<file path="src/rtl/register_write_arbiter_pkg.sv">
// Shared definitions for the register write-back arbiter: producer indices,
// producer count, write-record layout and the round-robin pick helper.
package register_write_arbiter_pkg;

   localparam int NUM_SRC  = 4;
   localparam int SRC_MISC = 0;
   localparam int SRC_ALU  = 1;
   localparam int SRC_MEM  = 2;
   localparam int SRC_FPU  = 3;

   // Write record is packed as {float, addr, data}, data in the low bits.
   function automatic int rec_w(input int data_w, input int addr_w);
      return data_w + addr_w + 1;
   endfunction

   // Returns {found, index} of the first full buffer at or above ptr, wrapping.
   function automatic logic [2:0] rr_pick(input logic [3:0] full, input logic [1:0] ptr);
      logic [1:0] idx;
      rr_pick = 3'b000;
      for (int k = 3; k >= 0; k--) begin
         idx = ptr + 2'(k);
         if (full[idx]) rr_pick = {1'b1, idx};
      end
   endfunction

endpackage

</file>
<file path="src/rtl/register_write_arbiter_wb_src_buffer.sv">
// One-entry producer buffer: loads on valid&&ready, empties when granted,
// and can be emptied and refilled on the same edge.
module wb_src_buffer #(
   parameter int W = 38
) (
   input  logic         clk_i,
   input  logic         rst_ni,
   input  logic         valid_i,
   input  logic         grant_i,
   input  logic [W-1:0] payload_i,
   output logic         ready_o,
   output logic         full_o,
   output logic         full_next_o,
   output logic [W-1:0] payload_o
);

   logic         full_q, full_d;
   logic [W-1:0] payload_q;
   logic         load;

   // Handshake: transfer on an edge where valid_i && ready_o; ready_o never
   // looks at valid_i, and a granted buffer is ready so it can refill at once.
   assign ready_o = !full_q || grant_i;
   assign load    = valid_i && ready_o;

   always_comb begin
      full_d = full_q;
      if (load)         full_d = 1'b1;
      else if (grant_i) full_d = 1'b0;
   end

   always_ff @(posedge clk_i or negedge rst_ni) begin
      if (!rst_ni) begin
         full_q    <= 1'b0;
         payload_q <= '0;
      end else begin
         full_q <= full_d;
         if (load) payload_q <= payload_i;
      end
   end

   assign full_o      = full_q;
   assign full_next_o = full_d;
   assign payload_o   = payload_q;

endmodule

</file>
<file path="src/rtl/register_write_arbiter.sv">
// Round-robin arbiter sharing the register-file write port among misc/alu/mem/fpu.
// Optional REG_WB_ZERO_DISCARD_EN suppresses the write strobe for int r0 writes.
module register_write_arbiter
   import register_write_arbiter_pkg::*;
#(
   parameter int DATA_WIDTH = 32,
   parameter int ADDR_WIDTH = 5,
   parameter int NUM_SRC    = 4
) (
   input  logic                  clk,
   input  logic                  reset,
   input  logic                  hold,
   input  logic                  misc_valid,
   input  logic                  alu_valid,
   input  logic                  mem_valid,
   input  logic                  fpu_valid,
   output logic                  misc_ready,
   output logic                  alu_ready,
   output logic                  mem_ready,
   output logic                  fpu_ready,
   input  logic [ADDR_WIDTH-1:0] misc_addr,
   input  logic [ADDR_WIDTH-1:0] alu_addr,
   input  logic [ADDR_WIDTH-1:0] mem_addr,
   input  logic [ADDR_WIDTH-1:0] fpu_addr,
   input  logic [DATA_WIDTH-1:0] misc_data,
   input  logic [DATA_WIDTH-1:0] alu_data,
   input  logic [DATA_WIDTH-1:0] mem_data,
   input  logic [DATA_WIDTH-1:0] fpu_data,
   input  logic                  misc_float,
   input  logic                  alu_float,
   input  logic                  mem_float,
   input  logic                  fpu_float,
   output logic                  write_enable,
   output logic [ADDR_WIDTH-1:0] write_addr,
   output logic [DATA_WIDTH-1:0] write_data,
   output logic                  write_float,
   output logic                  busy
);

   localparam int REC_W = rec_w(DATA_WIDTH, ADDR_WIDTH);

   logic [NUM_SRC-1:0] valid, ready, full, full_next, grant;
   logic [REC_W-1:0]   rec_in [NUM_SRC];
   logic [REC_W-1:0]   rec_q  [NUM_SRC];

   logic [1:0]            rr_ptr_q;
   logic [2:0]            pick;
   logic                  grant_any;
   logic [1:0]            grant_idx;
   logic [REC_W-1:0]      rec_sel;
   logic                  sel_float;
   logic [ADDR_WIDTH-1:0] sel_addr;
   logic [DATA_WIDTH-1:0] sel_data;
   logic                  issue;

   logic                  write_enable_q, write_float_q, busy_q;
   logic [ADDR_WIDTH-1:0] write_addr_q;
   logic [DATA_WIDTH-1:0] write_data_q;

   assign valid = {fpu_valid, mem_valid, alu_valid, misc_valid};
   assign {fpu_ready, mem_ready, alu_ready, misc_ready} = ready;

   assign rec_in[SRC_MISC] = {misc_float, misc_addr, misc_data};
   assign rec_in[SRC_ALU]  = {alu_float,  alu_addr,  alu_data};
   assign rec_in[SRC_MEM]  = {mem_float,  mem_addr,  mem_data};
   assign rec_in[SRC_FPU]  = {fpu_float,  fpu_addr,  fpu_data};

   // Grant is a function of buffer flags, pointer and hold only, never of valid.
   assign pick      = rr_pick(full, rr_ptr_q);
   assign grant_idx = pick[1:0];

   always_comb begin
      grant     = '0;
      grant_any = 1'b0;
      if (!hold && pick[2]) begin
         grant_any        = 1'b1;
         grant[grant_idx] = 1'b1;
      end
   end

   for (genvar s = 0; s < NUM_SRC; s++) begin : g_buf
      wb_src_buffer #(.W(REC_W)) u_buf (
         .clk_i       (clk),
         .rst_ni      (reset),
         .valid_i     (valid[s]),
         .grant_i     (grant[s]),
         .payload_i   (rec_in[s]),
         .ready_o     (ready[s]),
         .full_o      (full[s]),
         .full_next_o (full_next[s]),
         .payload_o   (rec_q[s])
      );
   end

   assign rec_sel   = rec_q[grant_idx];
   assign sel_float = rec_sel[REC_W-1];
   assign sel_addr  = rec_sel[DATA_WIDTH +: ADDR_WIDTH];
   assign sel_data  = rec_sel[DATA_WIDTH-1:0];

`ifdef REG_WB_ZERO_DISCARD_EN
   // Int r0 is hard-wired: the slot still retires, but nothing is written.
   assign issue = grant_any && !(!sel_float && (sel_addr == '0));
`else
   assign issue = grant_any;
`endif

   always_ff @(posedge clk or negedge reset) begin
      if (!reset) begin
         rr_ptr_q       <= 2'd0;
         write_enable_q <= 1'b0;
         write_addr_q   <= '0;
         write_data_q   <= '0;
         write_float_q  <= 1'b0;
         busy_q         <= 1'b0;
      end else begin
         if (grant_any) rr_ptr_q <= grant_idx + 2'd1;
         write_enable_q <= issue;
         if (issue) begin
            write_addr_q  <= sel_addr;
            write_data_q  <= sel_data;
            write_float_q <= sel_float;
         end
         busy_q <= |full_next;
      end
   end

   assign write_enable = write_enable_q;
   assign write_addr   = write_addr_q;
   assign write_data   = write_data_q;
   assign write_float  = write_float_q;
   assign busy         = busy_q;

endmodule

</file>
<file path="config.mk">
export PLATFORM = sky130hd
export DESIGN_NAME = register_write_arbiter
export DESIGN_NICKNAME = d
export VERILOG_FILES = /design/src/rtl/register_write_arbiter_pkg.sv /design/src/rtl/register_write_arbiter_wb_src_buffer.sv /design/src/rtl/register_write_arbiter.sv
export SDC_FILE = /design/constraint.sdc
export NUM_CORES = 1
export LEC_CHECK = 0
export CAP_MARGIN = 20
export CELL_PAD_IN_SITES_DETAIL_PLACEMENT = 1
export CELL_PAD_IN_SITES_GLOBAL_PLACEMENT = 1
export CORE_ASPECT_RATIO = 0.5
export CORE_MARGIN = 3
export CORE_UTILIZATION = 35
export CTS_CLUSTER_SIZE = 14
export DETAILED_ROUTE_END_ITERATION = 10
export GPL_TIMING_DRIVEN = 0
export PLACE_DENSITY = 0.67
export SLEW_MARGIN = 20
export SYNTH_ARGS = -nofsm -noshare
export SYNTH_HDL_FRONTEND = slang
export SYNTH_HIERARCHICAL = 1
export SYNTH_SLANG_ARGS = --single-unit
export TNS_END_PERCENT = 5
</file>
<file path="constraint.sdc">
create_clock -name clk -period 7.7 [get_ports clk]
set_input_delay 1.54 -clock clk [delete_from_list [all_inputs] [get_ports clk]]
set_output_delay 1.54 -clock clk [all_outputs]
set_load 0.005 [all_outputs]
</file>
==> reports/results.ini, run 1 <==
[logic_synthesis]
synth_largest_area_cell = dfrtp_1
synth_top_cell_area_share_pct = 54.6
netlist_instances = 633
synth_cell_type_count = 36
synth_seq_area_share_pct = 54.6
synth_area_per_cell_um2 = 14.3
yosysMostFrequentCell = dfrtp_1
ys_ff_latch = 198
synth_edf_count = 0
netlist_top_cells_count = 198 x dfrtp_1, 90 x mux2_4, 85 x mux2_2
synth_fp_nets = 792
synth.area.top_cells = dfrtp_1 55%, mux2_4 15%, mux2_2 11%
syn_area_um2 = 9070
dominantRegCellSynth = dfrtp_1
async_flop_share_pct = 100
yosys_warnings = 6

[timing]
setup-tns-final_ns = 0
worstMarginPinSlew_ns = 0.879
hold_ws_ns = 0.503
fin_crit_sh_pct = 67.1
drv_slew = 0
period_needed_ns = 5.17
hold_viol = 0
report.final.setup_viol = 0
clock_skew_ns = 0.00541
slew_headroom_pct = 41.4
fmax_mhz = 193
rsz0062_at_grt = no

[critical_path]
crit_buf_inv = 5
cp_top_family = buffers and inverters
timing.critical_path.required_ns = 6.16
path_cells = clkdlybuf4s50_1, or2_1, buf_4, inv_2, o21ai_2, buf_1, nor2_1, nand2b_4, clkdlybuf4s50_1
critical_path_arrival_ns = 3.63
startpoint_type = primary input
end_kind = output port
crit_top_cell = clkdlybuf4s50_1
crit_type = in -> out
cp_max_fo = 10
cp_slowest_cell = clkdlybuf4s50_1
worst_path_largest_cell_delay_ns = 0.53

[clocking]
clkSlewWorstSetupHoldPaths_ns = 0.07
clk_path_buf_depth = 2
worst_skew_pair.late_latency_ns = 0.45
cts.sinks = 198
cts_resized = 0
cts-root-buf = clkbuf_16
cts_inserted_buffers = 17
cts_tree = done
cts_hold_buf = 0
cts_max_level = 4
postCtsSetupBuffers = 0

[layout]
fin_util_pct = 49.3
multiInputGateArea_um2 = 3710
drive_gt1_share_pct = 29.8
regArea_um2 = 4950
nFillCells = 2514
final_nets = 1015
area_delta_synth_final_pct = 34.4
fin_area_um2 = 12200

[die]
die_height_um = 120
die_w_um = 234
rows = 40
dieArea_um2 = 28000
io_pins = 203
coreArea_um2 = 24700
start_util_pct = 36.7

[power_and_ir_drop]
vdd_drop_max_v = 0.000204
power_density_nw_per_um2 = 425
leakagePower_uw = 0.00534

[routing]
wl_um = 27100
vias = 6135
dr.pass1.iters = 4
wire_per_inst_um = 22.4
drt_iter0_markers = 306
via_per_inst = 5.07
antenna_left = 0
drc_errors = 0

[place]
place_area_um2 = 11600
gp_congestion = 0.790
port_buffers = 202
hpwlAfterDp_um = 19500

[global_routing]
grt_antenna_before_repair = 4
grt_overflow = 0
grt_pass1_wl_um = 41900
grt_max_degree = 76
grt_pass1_vias = 6967
grt_usage_pct = 20.0

[min_path]
hp-class = reg -> reg

[run_status]
status = completed

[flow_run]
drv_cap = 0

[final timing paths]
check	from	end	slack (ns)	depth (start not counted)
min in group asynchronous	reset	g_buf[2].u_buf/payload_o[23]$_DFFE_PN0P_	1.00	1
max in group asynchronous	reset	g_buf[2].u_buf/payload_o[6]$_DFFE_PN0P_	5.58	3
min	g_buf[0].u_buf/payload_o[10]$_DFFE_PN0P_	g_buf[0].u_buf/payload_o[10]$_DFFE_PN0P_	0.50	1
min reg2reg	g_buf[0].u_buf/payload_o[10]$_DFFE_PN0P_	g_buf[0].u_buf/payload_o[10]$_DFFE_PN0P_	0.50	1
max	hold	misc_ready	2.53	9
max reg2reg	g_buf[2].u_buf/full_o$_DFF_PN0_	g_buf[1].u_buf/payload_o[27]$_DFFE_PN0P_	4.65	11
[layout make-up]
class	instances	area share, %
flip-flops and latches	198	40.7
clock inverters	11	1.02
clock buffers	21	3.94
repair buffers	204	17.1
well taps	336	3.45
plain buffers	50	3.18
multi-input cells	382	30.5
inverters	3	0.0924
diodes	4	0.0822
[stage by stage]
step | setup WS, ns | total power, uW | instances
finish | 2.53 | 5170 | 1209
global placement | -3.37 | 4180 | 1171
global route | 2.41 | 5500 | 1209
CTS | 2.50 | 5230 | 1205
detailed placement | 2.51 | 4280 | 1173
floorplan | 3.71 | 3450 | 633
[layer usage]
| metal | GRT usage (%) | vias to the layer above | routed length, um |
|---|---|---|---|
| li1 | - | 2770 | - |
| met1 | 26.4 | 3235 | 12300 |
| met2 | 33.4 | 98 | 13600 |
| met3 | 3.46 | 32 | 673 |
| met4 | 6.49 | 0 | 577 |
| met5 | 0 | - | 0 |
[cell families after synthesis]
family | Yosys count | synth area share [%]
multiplexers | 191 | 27.4
AND/OR/NAND/NOR | 68 | 4.35
flip-flops | 198 | 54.6
AO/OA/AOI/OAI | 122 | 9.08
XOR/XNOR | 1 | 0.0966
buffers and inverters | 53 | 4.40
[flip-flops by register name, summed over array words and instances, names as in the netlist]
| name | flops |
|---|---|
| write_float | 1 |
| write_addr | 5 |
| rr_ptr_q | 2 |
| g_buf.u_buf/payload_o | 152 |
| write_data | 32 |
| write_enable | 1 |
| g_buf.u_buf/full_o | 4 |
| busy | 1 |
[layout by cell type, fill, tap and decap left out, types with 3 or more instances in the layout]
master	count
a21oi_1	40
a221o_1	38
buf_1	4
buf_2	12
buf_4	3
buf_6	11
buf_8	9
clkbuf_1	11
clkbuf_16	17
clkbuf_8	4
clkdlybuf4s50_1	201
clkinv_2	3
clkinv_4	3
clkinvlp_4	3
dfrtp_1	198
diode_2	4
mux2_1	15
mux2_2	85
mux2_4	90
nand2_2	5
nand2b_1	6
nand2b_4	4
nand3_1	38
nor2_1	4
o21ai_0	39
[report_power, final]
group	switching, uW	internal (uW)
combinational	985	1400
clock	404	513
sequential	305	1570
total	1690	3480
[worst register-to-register path: stages, from the launching register on]
cell,delay [ns]
dfrtp_1,0.47
nor2b_2,0.24
nor2b_1,0.24
clkbuf_1,0.39
buf_2,0.33
nor2_1,0.12
and3_1,0.21
nand2b_4,0.15
nand2_2,0.08
buf_6,0.18
buf_8,0.19
mux2_4,0.32
No activity file was read; power rests on OpenSTA's default activity.
==> run 2, diff against run 1 <==
Clock period 7.7 ns to 5.05 ns, I/O delays scaled along.
==> results of run 2 <==
Same layout as run 1 (identical final DEF). Status: completed.
Main changes from that run: setup slack after placement 2.51 ns -> 0.922 ns; setup slack after layout 2.53 ns -> 0.875 ns; hold slack 0.503 ns -> 0.470 ns; start point of the critical path hold -> g_buf[2].u_buf/full_o$_DFF_PN0_; end point of the critical path misc_ready -> mem_ready; register-to-register setup slack 4.65 ns -> 2.00 ns; total power 5170 uW -> 7890 uW; worst IR drop on VDD 0.000204 V -> 0.000311 V
==> run 3, diff against run 2 <==
Settings changed: PLACE_DENSITY 0.67 to 0.7.
Clock period 5.05 ns to 3.8 ns, I/O delays scaled along.
==> run 3 against run 2 <==
Sequential power grew 33%; total power is 35% higher; core utilization rose by 0.13 points; wire length grew 1.9%; first-iteration DRC count up 27%; global-route usage up 0.38 points; critical path type unchanged.
==> reports/results.ini, run 3 (synthesized netlist as in run 1, its figures left out) <==
[run_status]
status = completed

[min_path]
hp-class = in -> async

[timing]
period_needed_ns = 3.62
finalWorstSetupSlack_ns = 0.184
report.final.setup_viol = 0
fmax_mhz = 277
rsz0062_at_grt = no
fin_crit_sh_pct = 95.2
worstMarginPinSlew_ns = 0.656
slew_headroom_pct = 56.3
hold_viol = 0
drv_slew = 0
clock_skew_ns = 0.00892

[routing]
vias = 6205
via_per_inst = 5.14
wl_um = 27600
antenna_left = 0
drc_errors = 0
drt_iter0_markers = 389
wire_per_inst_um = 22.9
dr.pass1.iters = 4

[die]
die_height_um = 120
die_w_um = 234
coreArea_um2 = 24700
dieArea_um2 = 28000
rows = 40
start_util_pct = 36.7
io_pins = 203

[global_routing]
grt_antenna_before_repair = 3
grt_pass1_vias = 6962
grt_usage_pct = 20.3
grt_max_degree = 100
grt_pass1_wl_um = 42700
grt_overflow = 0

[power_and_ir_drop]
vdd_drop_max_v = 0.000446
p_int_uw = 7160
power_density_nw_per_um2 = 870
p_clk_share_pct = 18.3
swShare_pct = 32.7
leakagePower_uw = 0.00537
sequentialPowerShare_pct = 35.8
combPwrFrac_pct = 46.0
switchingPower_uw = 3470

[layout]
final_cell_mix = 201 x clkdlybuf4s50_1, 198 x dfrtp_1, 90 x mux2_4
regArea_um2 = 4950
nFillCells = 2504
largest_reg_flops = 152
drive_gt1_share_pct = 30.0
final_common_cell = clkdlybuf4s50_1
final_nets = 1015
multiInputGateArea_um2 = 3710
area_delta_synth_final_pct = 34.7
fin_area_um2 = 12200

[place]
gp_congestion = 0.787
port_buffers = 202
hpwlAfterDp_um = 19700
place_area_um2 = 11600
pre_cts_ws_ns = 0.135

[critical_path]
end_kind = output port
cp_slowest_cell = clkdlybuf4s50_1
path_cells = nor2b_2, nor2b_1, clkbuf_4, clkbuf_4, nor2_1, nor3_1, nand2b_4, clkdlybuf4s50_1
worst_path_largest_cell_delay_ns = 0.54
crit_top_cell = clkbuf_4
crit_type = reg -> out
timing.critical_path.required_ns = 3.04
r2r_setup_slack_ns = 1.01
reg2reg_depth = 10
cp_max_fo = 10
startpoint_type = flop
critical_path_arrival_ns = 2.86

[clocking]
cts_inserted_buffers = 17
worst_skew_pair.late_latency_ns = 0.44
cts.sinks = 198
cts_tree = done
clk_path_buf_depth = 2
clkSlewWorstSetupHoldPaths_ns = 0.07
cts_hold_buf = 0
cts-root-buf = clkbuf_16
cts_max_level = 4

[flow_run]
drv_cap = 0

## run 3: cell count changes in the layout (fill, tap and decap cells not counted), sizes merged
cell      previous run  this run
clkbuf              33        38
buf                 41        39
clkinv               6         4
clkinvlp             3         1
bufinv               2         3
diode                4         3
## run 3: per-stage QoR
stage	total power, uW	setup TNS, ns	instances	hold slack [ns]	utilization (%)
after CTS	10700	0	1205	0.137	49.3
after detailed placement	8680	0	1173	0.488	46.8
after global routing	11300	0	1208	0.142	49.4
final	10600	0	1208	0.161	49.4
after floorplan	7000	0	633	0.464	-
after global placement	8480	-1249.38	1171	0.481	46.6
## run 3: worst paths after layout
| check | endpoint | start |
|---|---|---|
| hold reg to reg | g_buf[3].u_buf/payload_o[32]$_DFFE_PN0P_ | g_buf[3].u_buf/payload_o[32]$_DFFE_PN0P_ |
| max in group asynchronous | write_data[5]$_DFFE_PN0P_ | reset |
| setup / recovery | mem_ready | g_buf[2].u_buf/full_o$_DFF_PN0_ |
| setup reg to reg | g_buf[2].u_buf/payload_o[16]$_DFFE_PN0P_ | g_buf[3].u_buf/full_o$_DFF_PN0_ |
| min in group clk | g_buf[3].u_buf/payload_o[32]$_DFFE_PN0P_ | g_buf[3].u_buf/payload_o[32]$_DFFE_PN0P_ |
| hold / removal | g_buf[2].u_buf/payload_o[25]$_DFFE_PN0P_ | reset |
## run 3: per-layer routing
layer | up-vias | share of wire [%] | track usage, %
met3 | 26 | 3.1 | 4.53
li1 | 2780 | - | -
met4 | 0 | 1.6 | 6.11
met2 | 107 | 51 | 33.9
met5 | - | 0 | 0
met1 | 3292 | 44 | 26.5
## run 3: cell type report
cell class                 instances  share of cell area [%]
antenna                            3                  0.0615
buffer                            50                    3.25
clock buffer                      24                    4.19
clock inverter                     8                   0.963
inverter                           3                  0.0922
multi-input combinational        382                    30.4
sequential                       198                    40.6
tap                              336                    3.44
timing repair buffer             204                    17.0
## run 3: worst max-delay path: cells and delay by family (launching register included)
family                 cells  cell delay, ns
and+or+nand+nor            5            0.92
DFF                        1            0.47
buffers and inverters      3            1.02
## run 3: power groups by stage
stage / registers, uW / clock network (uW) / logic, uW
2_1_floorplan: 3620 / 0 / 3370
3_3_place_gp: 3760 / 0 / 4720
3_5_place_dp: 3810 / 0 / 4880
4_1_cts: 3790 / 1980 / 4940
5_1_grt: 3940 / 2080 / 5260
6_report: 3800 / 1940 / 4890
## run 3: timing repair
| action | CTS | global route |
|---|---|---|
| gates resized for setup | 1 | 6 |
| endpoints found under the setup margin | 3 | 3 |
| setup buffers | 0 | 0 |
